<file path="src/rtl/flex_pts_tx.sv">
// Parallel-to-serial framed transmitter: start bit (0), NUM_BITS data bits, stop bit (1),
// each line bit held for CLKS_PER_BIT clocks; one word accepted per valid/ready handshake.
module flex_pts_tx #(
  parameter int unsigned NUM_BITS     = 8,
  parameter bit          SHIFT_MSB    = 1'b1,
  parameter int unsigned CLKS_PER_BIT = 4
) (
  input  logic                clk,
  input  logic                n_rst,
  input  logic                load_valid,
  input  logic [NUM_BITS-1:0] load_data,
  output logic                load_ready,
  output logic                serial_out,
  output logic                busy,
  output logic                tx_done
);

  localparam int unsigned TMR_W = (CLKS_PER_BIT > 1) ? $clog2(CLKS_PER_BIT) : 1;
  localparam int unsigned CNT_W = $clog2(NUM_BITS);
  localparam logic [TMR_W-1:0] TMR_LAST = TMR_W'(CLKS_PER_BIT - 1);
  localparam logic [CNT_W-1:0] BIT_LAST = CNT_W'(NUM_BITS - 1);

  typedef enum logic [1:0] {
    IDLE  = 2'd0,
    START = 2'd1,
    DATA  = 2'd2,
    STOP  = 2'd3
  } state_t;

  state_t              state_q;
  logic [NUM_BITS-1:0] shreg_q;
  logic [TMR_W-1:0]    tmr_q;
  logic [CNT_W-1:0]    bit_q;
  logic                serial_q;
  logic                ready_q;
  logic                busy_q;
  logic                done_q;

  logic [NUM_BITS-1:0] shifted_c;
  logic                head_c;
  logic                next_head_c;

  // Output-end bit now, the register after one shift, and the bit that shift exposes
  always_comb begin
    shifted_c   = shreg_q;
    head_c      = 1'b1;
    next_head_c = 1'b1;
    if (SHIFT_MSB) begin
      shifted_c   = {shreg_q[NUM_BITS-2:0], 1'b1};
      head_c      = shreg_q[NUM_BITS-1];
      next_head_c = shreg_q[NUM_BITS-2];
    end else begin
      shifted_c   = {1'b1, shreg_q[NUM_BITS-1:1]};
      head_c      = shreg_q[0];
      next_head_c = shreg_q[1];
    end
  end

  // Frame sequencer; line and status outputs are registered alongside the state
  always_ff @(posedge clk or negedge n_rst) begin
    if (!n_rst) begin
      state_q  <= IDLE;
      shreg_q  <= '0;
      tmr_q    <= '0;
      bit_q    <= '0;
      serial_q <= 1'b1;
      ready_q  <= 1'b1;
      busy_q   <= 1'b0;
      done_q   <= 1'b0;
    end else begin
      done_q <= 1'b0;
      case (state_q)
        IDLE: begin
          if (load_valid) begin
            shreg_q  <= load_data;
            tmr_q    <= '0;
            bit_q    <= '0;
            serial_q <= 1'b0;
            ready_q  <= 1'b0;
            busy_q   <= 1'b1;
            state_q  <= START;
          end
        end
        START: begin
          if (tmr_q == TMR_LAST) begin
            tmr_q    <= '0;
            serial_q <= head_c;
            state_q  <= DATA;
          end else begin
            tmr_q <= tmr_q + TMR_W'(1);
          end
        end
        DATA: begin
          if (tmr_q == TMR_LAST) begin
            tmr_q   <= '0;
            shreg_q <= shifted_c;
            if (bit_q == BIT_LAST) begin
              bit_q    <= '0;
              serial_q <= 1'b1;
              state_q  <= STOP;
            end else begin
              bit_q    <= bit_q + CNT_W'(1);
              serial_q <= next_head_c;
            end
          end else begin
            tmr_q <= tmr_q + TMR_W'(1);
          end
        end
        STOP: begin
          if (tmr_q == TMR_LAST) begin
            tmr_q    <= '0;
            serial_q <= 1'b1;
            ready_q  <= 1'b1;
            busy_q   <= 1'b0;
            done_q   <= 1'b1;
            state_q  <= IDLE;
          end else begin
            tmr_q <= tmr_q + TMR_W'(1);
          end
        end
        default: begin
          serial_q <= 1'b1;
          ready_q  <= 1'b1;
          busy_q   <= 1'b0;
          state_q  <= IDLE;
        end
      endcase
    end
  end

  assign load_ready = ready_q;
  assign serial_out = serial_q;
  assign busy       = busy_q;
  assign tx_done    = done_q;

endmodule
</file>
<file path="config.mk">
export PLATFORM = sky130hd
export DESIGN_NAME = flex_pts_tx
export DESIGN_NICKNAME = d
export VERILOG_FILES = /design/src/rtl/flex_pts_tx.sv
export SDC_FILE = /design/constraint.sdc
export NUM_CORES = 1
export LEC_CHECK = 0
export BUFFER_PORTS_ARGS = -buffer_cell sky130_fd_sc_hd__buf_2
export CAP_MARGIN = 20
export CORE_ASPECT_RATIO = 1.4
export CORE_MARGIN = 2
export CORE_UTILIZATION = 54
export DETAILED_ROUTE_END_ITERATION = 12
export PLACE_DENSITY_LB_ADDON = 0.15
export SYNTH_ARGS = -nofsm -noshare
export SYNTH_HDL_FRONTEND = slang
export SYNTH_SLANG_ARGS = --single-unit
</file>
<file path="constraint.sdc">
create_clock -name clk -period 1.8 [get_ports clk]
set_input_delay 0.36 -clock clk [delete_from_list [all_inputs] [get_ports clk]]
set_output_delay 0.36 -clock clk [all_outputs]
set_load 0.05 [all_outputs]
</file>
==> results of run 1 <==
## repair_timing
item,CTS,global route
hold endpoints to repair,17,0
hold buffers,1,0
endpoints found under the setup margin,0,7
setup buffers,0,1
resized for setup,0,2
## worst register-to-register path, cell delays in order, from the launching register on
cell	delay [ns]
dfrtp_1	0.39
buf_4	0.14
ha_1	0.20
nor3_1	0.26
o221a_2	0.28
mux2_2	0.33
## stage by stage
stage | setup slack [ns] | utilization | hold WS, ns
after floorplan | 0.150 | - | 0.0644
after global placement | 0.0902 | 0.650 | 0.315
after detailed placement | 0.0384 | 0.650 | 0.330
after CTS | 0.0244 | 0.671 | 0.303
after global routing | 0.000823 | 0.685 | 0.321
final | 0.0937 | 0.685 | 0.304
## routing by layer
metal | global-route usage | vias to the layer above
met1 | 0.267 | 380
met2 | 0.319 | 18
met5 | 0 | -
li1 | - | 382
met3 | 0.0356 | 5
met4 | 0.0829 | 0
## worst paths after layout
| kind | from | end | slack, ns | cells past startpoint |
|---|---|---|---|---|
| setup / recovery | state_q[0] | state_q[1] | 0.09 | 5 |
| hold / removal | load_data[0] | shreg_q[0] | 0.30 | 3 |
| setup reg to reg | state_q[0] | state_q[1] | 0.09 | 5 |
| hold reg to reg | tmr_q[1] | tmr_q[1] | 0.51 | 2 |
| max in group asynchronous | n_rst | serial_out | 0.96 | 2 |
| min in group asynchronous | n_rst | tx_done | 0.50 | 2 |
## logic make-up after synthesis
group           share of synthesized area
compound gates                      0.131
fa+ha+maj                          0.0947
buf+inv                            0.0355
mux                                 0.189
simple gates                       0.0970
flops                               0.452
## placed cells by master (no fill, tap or decap), drive strengths merged, types with 2 or more instances in the layout
cell    count
buf        20
dfrtp      17
mux2       16
a21oi      10
ha          8
nand2       6
inv         5
o21ai       5
and3        4
nor2        3
clkbuf      3
nor2b       2
o221ai      2
dfstp       2
mux2i       2
## state kept, by name (all words and copies together), names as in the netlist
register    count
tmr_q           2
bit_q           3
busy            1
state_q         2
load_ready      1
shreg_q         8
serial_out      1
tx_done         1
## report_power, final
part / total [mW] / switching, mW / leakage [nW] / internal (mW)
registers: 0.768 / 0.128 / 0.226 / 0.640
clock network: 0.225 / 0.142 / 0.0177 / 0.0831
logic: 1.29 / 0.625 / 0.344 / 0.660
## cell type report
cell class,count,area (um^2),area share
sequential,19,478,0.387
clock inverter,1,5.00,0.00405
tap,20,25.0,0.0203
clock buffer,3,22.5,0.0182
multi-input combinational,67,548,0.444
inverter,5,18.8,0.0152
timing repair buffer,21,138,0.111
==> key figures, run 1 <==
Timing
  – Hold Fails Final Rpt: 0
  – Max Fclk: 586 MHz
  – Slew margin rel.: 0.714
  – Total negative slack: 0 ns
  – Least-Margin Pin Slew: 0.429 ns
  – Final setup fails: 0
  – Final worst path period share: 0.948
  – Final Skew: 0.00818 ns
  – RSZ-0062 raised after global routing: false
  – Fin. max-slew vios: 0
  – Fin crit period: 1.71 ns

Floorplanning
  – Die Height: 56.4 um
  – # IOs: 15
  – Core ar.: 1800 um^2
  – Starting density of the core: 0.587
  – Die area: 2330 um^2
  – FP Rows: 18
  – Chip width: 41.4 um

Power and ir drop
  – Leakage: 0.588 nW
  – Total Power: 2.28 mW
  – VDD IR max: 1220 uV
  – Power per standard cell area: 1840 nW/um^2

Detailed routing
  – Total Wirelength: 1980 um
  – M1 wire length: 859 um
  – DR WL met2: 1020 um
  – ANT nets after route: 0
  – Post-DR wirelength/cell: 14.6 um
  – Vias per inst: 5.77
  – DR WL met3: 73 um
  – Detailed-router iteration count before antenna repair: 4
  – DRC: 0
  – Vias: 785
  – Initial DRC Count: 15
  – Max Used Layer: met4

Synthesis
  – Post-Synthesis Cells: 94
  – Mapped Nets: 113
  – Synth warn: 0
  – Post-synth EDFFs: 0
  – Synthesized flop and latch total: 19
  – Synth area leaders: dfrtp_1 40%, mux2_2 17%, ha_1 9.5%, dfstp_2 5.0%, a21oi_1 4.3%
  – Count leader, synth: dfrtp_1
  – Top cells by instance count after synthesis: 17 x dfrtp_1, 16 x mux2_2, 9 x a21oi_1, 8 x ha_1, 6 x nand2_1
  – Cell taking the most area after synthesis: dfrtp_1
  – Distinct cell type count after synthesis: 25
  – Sequential share of the synthesized area: 0.452
  – Mapped Area: 1060 um^2
  – Post-Syn Area per Cell: 11.2 um^2
  – Ys flop type: dfrtp_1
  – Synth top area share: 0.402
  – Post-synth ARST share: 1.00

Flow run
  – # Max-Cap Violations: 0

Setup path
  – Critical-path top delay cell: dfrtp_1
  – Crit Path Class: flop to flop
  – Worst path top cell family by delay: flip-flops
  – Worst-path fanout max: 3
  – Bufs and invs on worst path: 1
  – Setup crit start kind: flop
  – Worst path max stage delay: 0.39 ns
  – Crit path arrival time: 1.91 ns
  – CP Capture Type: flop
  – WP data required: 2.00 ns
  – Worst-path cell chain: buf_4 -> ha_1 -> nor3_1 -> o221a_2 -> mux2_2

Clock tree
  – CTS tree: built
  – CTS HTree Levels: 1
  – Clock buffer count from CTS: 3
  – Maximum clock path buffer count: 2
  – CTS clk-pin slew, worst paths: 0.12 ns
  – TritonCTS sink count: 19
  – Clock Tree Root: clkbuf_4
  – Clk Latency, worst-skew pair: 0.31 ns

Placement
  – Routability congestion estimate: 0.806
  – Port Buffers: 14
  – Placed Area: 1170 um^2
  – Placed Cells: 130
  – Final HPWL DP: 1400 um

Layout
  – Layout area overhead: 16.8%
  – Final Cell Area: 1230 um^2
  – Fin cells: 136
  – # fillers: 147
  – Share of layout cells above drive strength 1: 0.397
  – N_diodes: 0
  – Final nets: 136

GRT
  – Largest net degree at the start of global routing: 20
  – Global-route usage over all layers: 0.205
  – GR Overflow Total: 0
  – First-pass GRT wire length: 3330 um
  – Vias in the first global route: 759
  – Initial antenna violation count: 0

Hold path
  – Hold WC Path Type: input port to flop

Status
  – Outcome: complete, no violations
Power figures use the tool's default switching activity.
==> run 2, diff against run 1 <==
Settings changed: PLACE_DENSITY set to 0.79, PLACE_DENSITY_LB_ADDON 0.15 to not set.
==> run 2 against run 1 <==
  * Sequential cell count is the same
  * Global-route usage about the same
  * Total power is 3.6% lower
  * Worst hold slack better by 0.046 ns
  * Critical endpoint is now shreg_q[3]
==> key figures, run 2 (synthesized netlist as in run 1, its figures left out) <==
Layout
  – Final nets: 135
  – Commonest non-fill, non-tap cell in the layout: dfrtp_1
  – Layout area overhead: 14.4%
  – Fin cells: 135
  – Biggest register: shreg_q
  – Most frequent cells in the layout: 17 x dfrtp_1, 16 x mux2_2, 14 x buf_2
  – Share of layout cells above drive strength 1: 0.374
  – Max reg flops: 8
  – Multi-input gate area: 544 um^2
  – N_diodes: 0
  – Biggest regs: shreg_q (8), bit_q (3)
  – # fillers: 139
  – Register area: 478 um^2

Timing
  – Setup ws final: 0.0808 ns
  – Slew margin rel.: 0.721
  – Least-Margin Pin Slew: 0.418 ns
  – Final setup fails: 0
  – Fin crit period: 1.72 ns
  – Hold Fails Final Rpt: 0
  – RSZ-0062 raised after global routing: false
  – Total negative slack: 0 ns
  – Fin. max-slew vios: 0
  – Max Fclk: 582 MHz
  – Final worst path period share: 0.955
  – Final Skew: 0.00915 ns

GRT
  – Global-route usage over all layers: 0.205
  – GR Overflow Total: 0
  – First-pass GRT wire length: 3310 um
  – Largest net degree at the start of global routing: 20
  – Initial antenna violation count: 0
  – Vias in the first global route: 791

Power and ir drop
  – Total Power: 2.20 mW
  – Leakage: 0.576 nW
  – Power per standard cell area: 1820 nW/um^2
  – VDD IR max: 987 uV

Floorplanning
  – Die area: 2330 um^2
  – Core ar.: 1800 um^2
  – Chip width: 41.4 um
  – Die Height: 56.4 um
  – # IOs: 15
  – FP Rows: 18
  – Starting density of the core: 0.587

Detailed routing
  – Detailed-router iteration count before antenna repair: 4
  – ANT nets after route: 0
  – Vias per inst: 5.79
  – Initial DRC Count: 5
  – Vias: 782
  – Total Wirelength: 2040 um
  – Post-DR wirelength/cell: 15.1 um
  – DRC: 0

Placement
  – Final HPWL DP: 1580 um
  – Routability congestion estimate: 0.857
  – Placed Cells: 130
  – Port Buffers: 14
  – Post-Place Setup Slack: 0.0464 ns

Hold path
  – Hold_sp: load_data[0]
  – Hold WC Path Type: input port to flop
  – WHS Path Cells: 3
  – Hold EP: shreg_q[0]

Setup path
  – FF-to-FF setup slack: 0.08 ns
  – Worst path max stage delay: 0.42 ns
  – CP Capture Type: flop
  – Worst-path cell chain: inv_1 -> ha_1 -> mux2i_1 -> a21oi_4 -> mux2_2
  – Critical-path top delay cell: dfrtp_1
  – Register-to-Register Path Depth: 5
  – RR Endpoint: shreg_q[3]
  – WP data required: 1.99 ns
  – Crit path arrival time: 1.90 ns
  – Crit Path Class: flop to flop
  – Setup crit start kind: flop
  – Worst reg2reg path startpoint: state_q[0]
  – Worst-path fanout max: 8

Clock tree
  – TritonCTS sink count: 19
  – CTS tree: built
  – CTS HTree Levels: 1
  – Clk Latency, worst-skew pair: 0.30 ns
  – Maximum clock path buffer count: 2
  – Clock buffer count from CTS: 3
  – Number of post-CTS setup repair buffers: 0
  – CTS clk-pin slew, worst paths: 0.11 ns
  – Clock Tree Root: clkbuf_4

Flow run
  – # Max-Cap Violations: 0

Status
  – Outcome: complete, no violations
run 2: routing by layer:
metal | track usage | part of all wire
met5 | 0 | 0
met4 | 0.0691 | 0.024
met3 | 0.0356 | 0.032
met2 | 0.353 | 0.55
met1 | 0.238 | 0.40
run 2: cell type report:
type                            count  share of cell area
Timing Repair Buffer               20              0.0972
Multi-Input combinational cell     67               0.450
Clock buffer                        4              0.0217
Sequential cell                    19               0.395
Tap cell                           20              0.0207
Inverter                            5              0.0155
run 2: timing repair:
action                                  in CTS  in global routing
endpoints found under the hold margin        8                  0
endpoints found under the setup margin       0                  8
resized for setup                            0                  1
hold buffers                                 1                  0
run 2: critical path, delay by kind of cell (launching register included):
kind                       cells  cell delay [ns]
DFF                            1             0.42
muxes                          2             0.56
adders and majority gates      1             0.25
AOI/OAI and AO/OA              1             0.29
buffers and inverters          1             0.10
run 2: worst max-delay path by stage:
stage	start	slack, ns	to
final	state_q[0]	0.08	shreg_q[3]
after floorplan	state_q[0]	0.15	state_q[1]
after CTS	state_q[0]	0.02	shreg_q[3]
after global placement	state_q[0]	0.13	state_q[1]
after global routing	state_q[0]	0.02	shreg_q[3]
after detailed placement	state_q[0]	0.05	shreg_q[3]
run 2: power breakdown:
group	internal (mW)	switching, mW	leakage (nW)
Clock	0.0863	0.130	0.0150
Sequential	0.641	0.134	0.226
Combinational	0.591	0.615	0.335
Total	1.32	0.879	0.576
run 2: metrics by stage:
| step | instance area [um^2] | hold WS, ns | util |
|---|---|---|---|
| CTS | 1210 | 0.351 | 0.670 |
| detailed placement | 1170 | 0.319 | 0.650 |
| global route | 1210 | 0.390 | 0.672 |
| global placement | 1170 | 0.313 | 0.650 |
| floorplan | 1060 | 0.0644 | - |
| finish | 1210 | 0.351 | 0.672 |
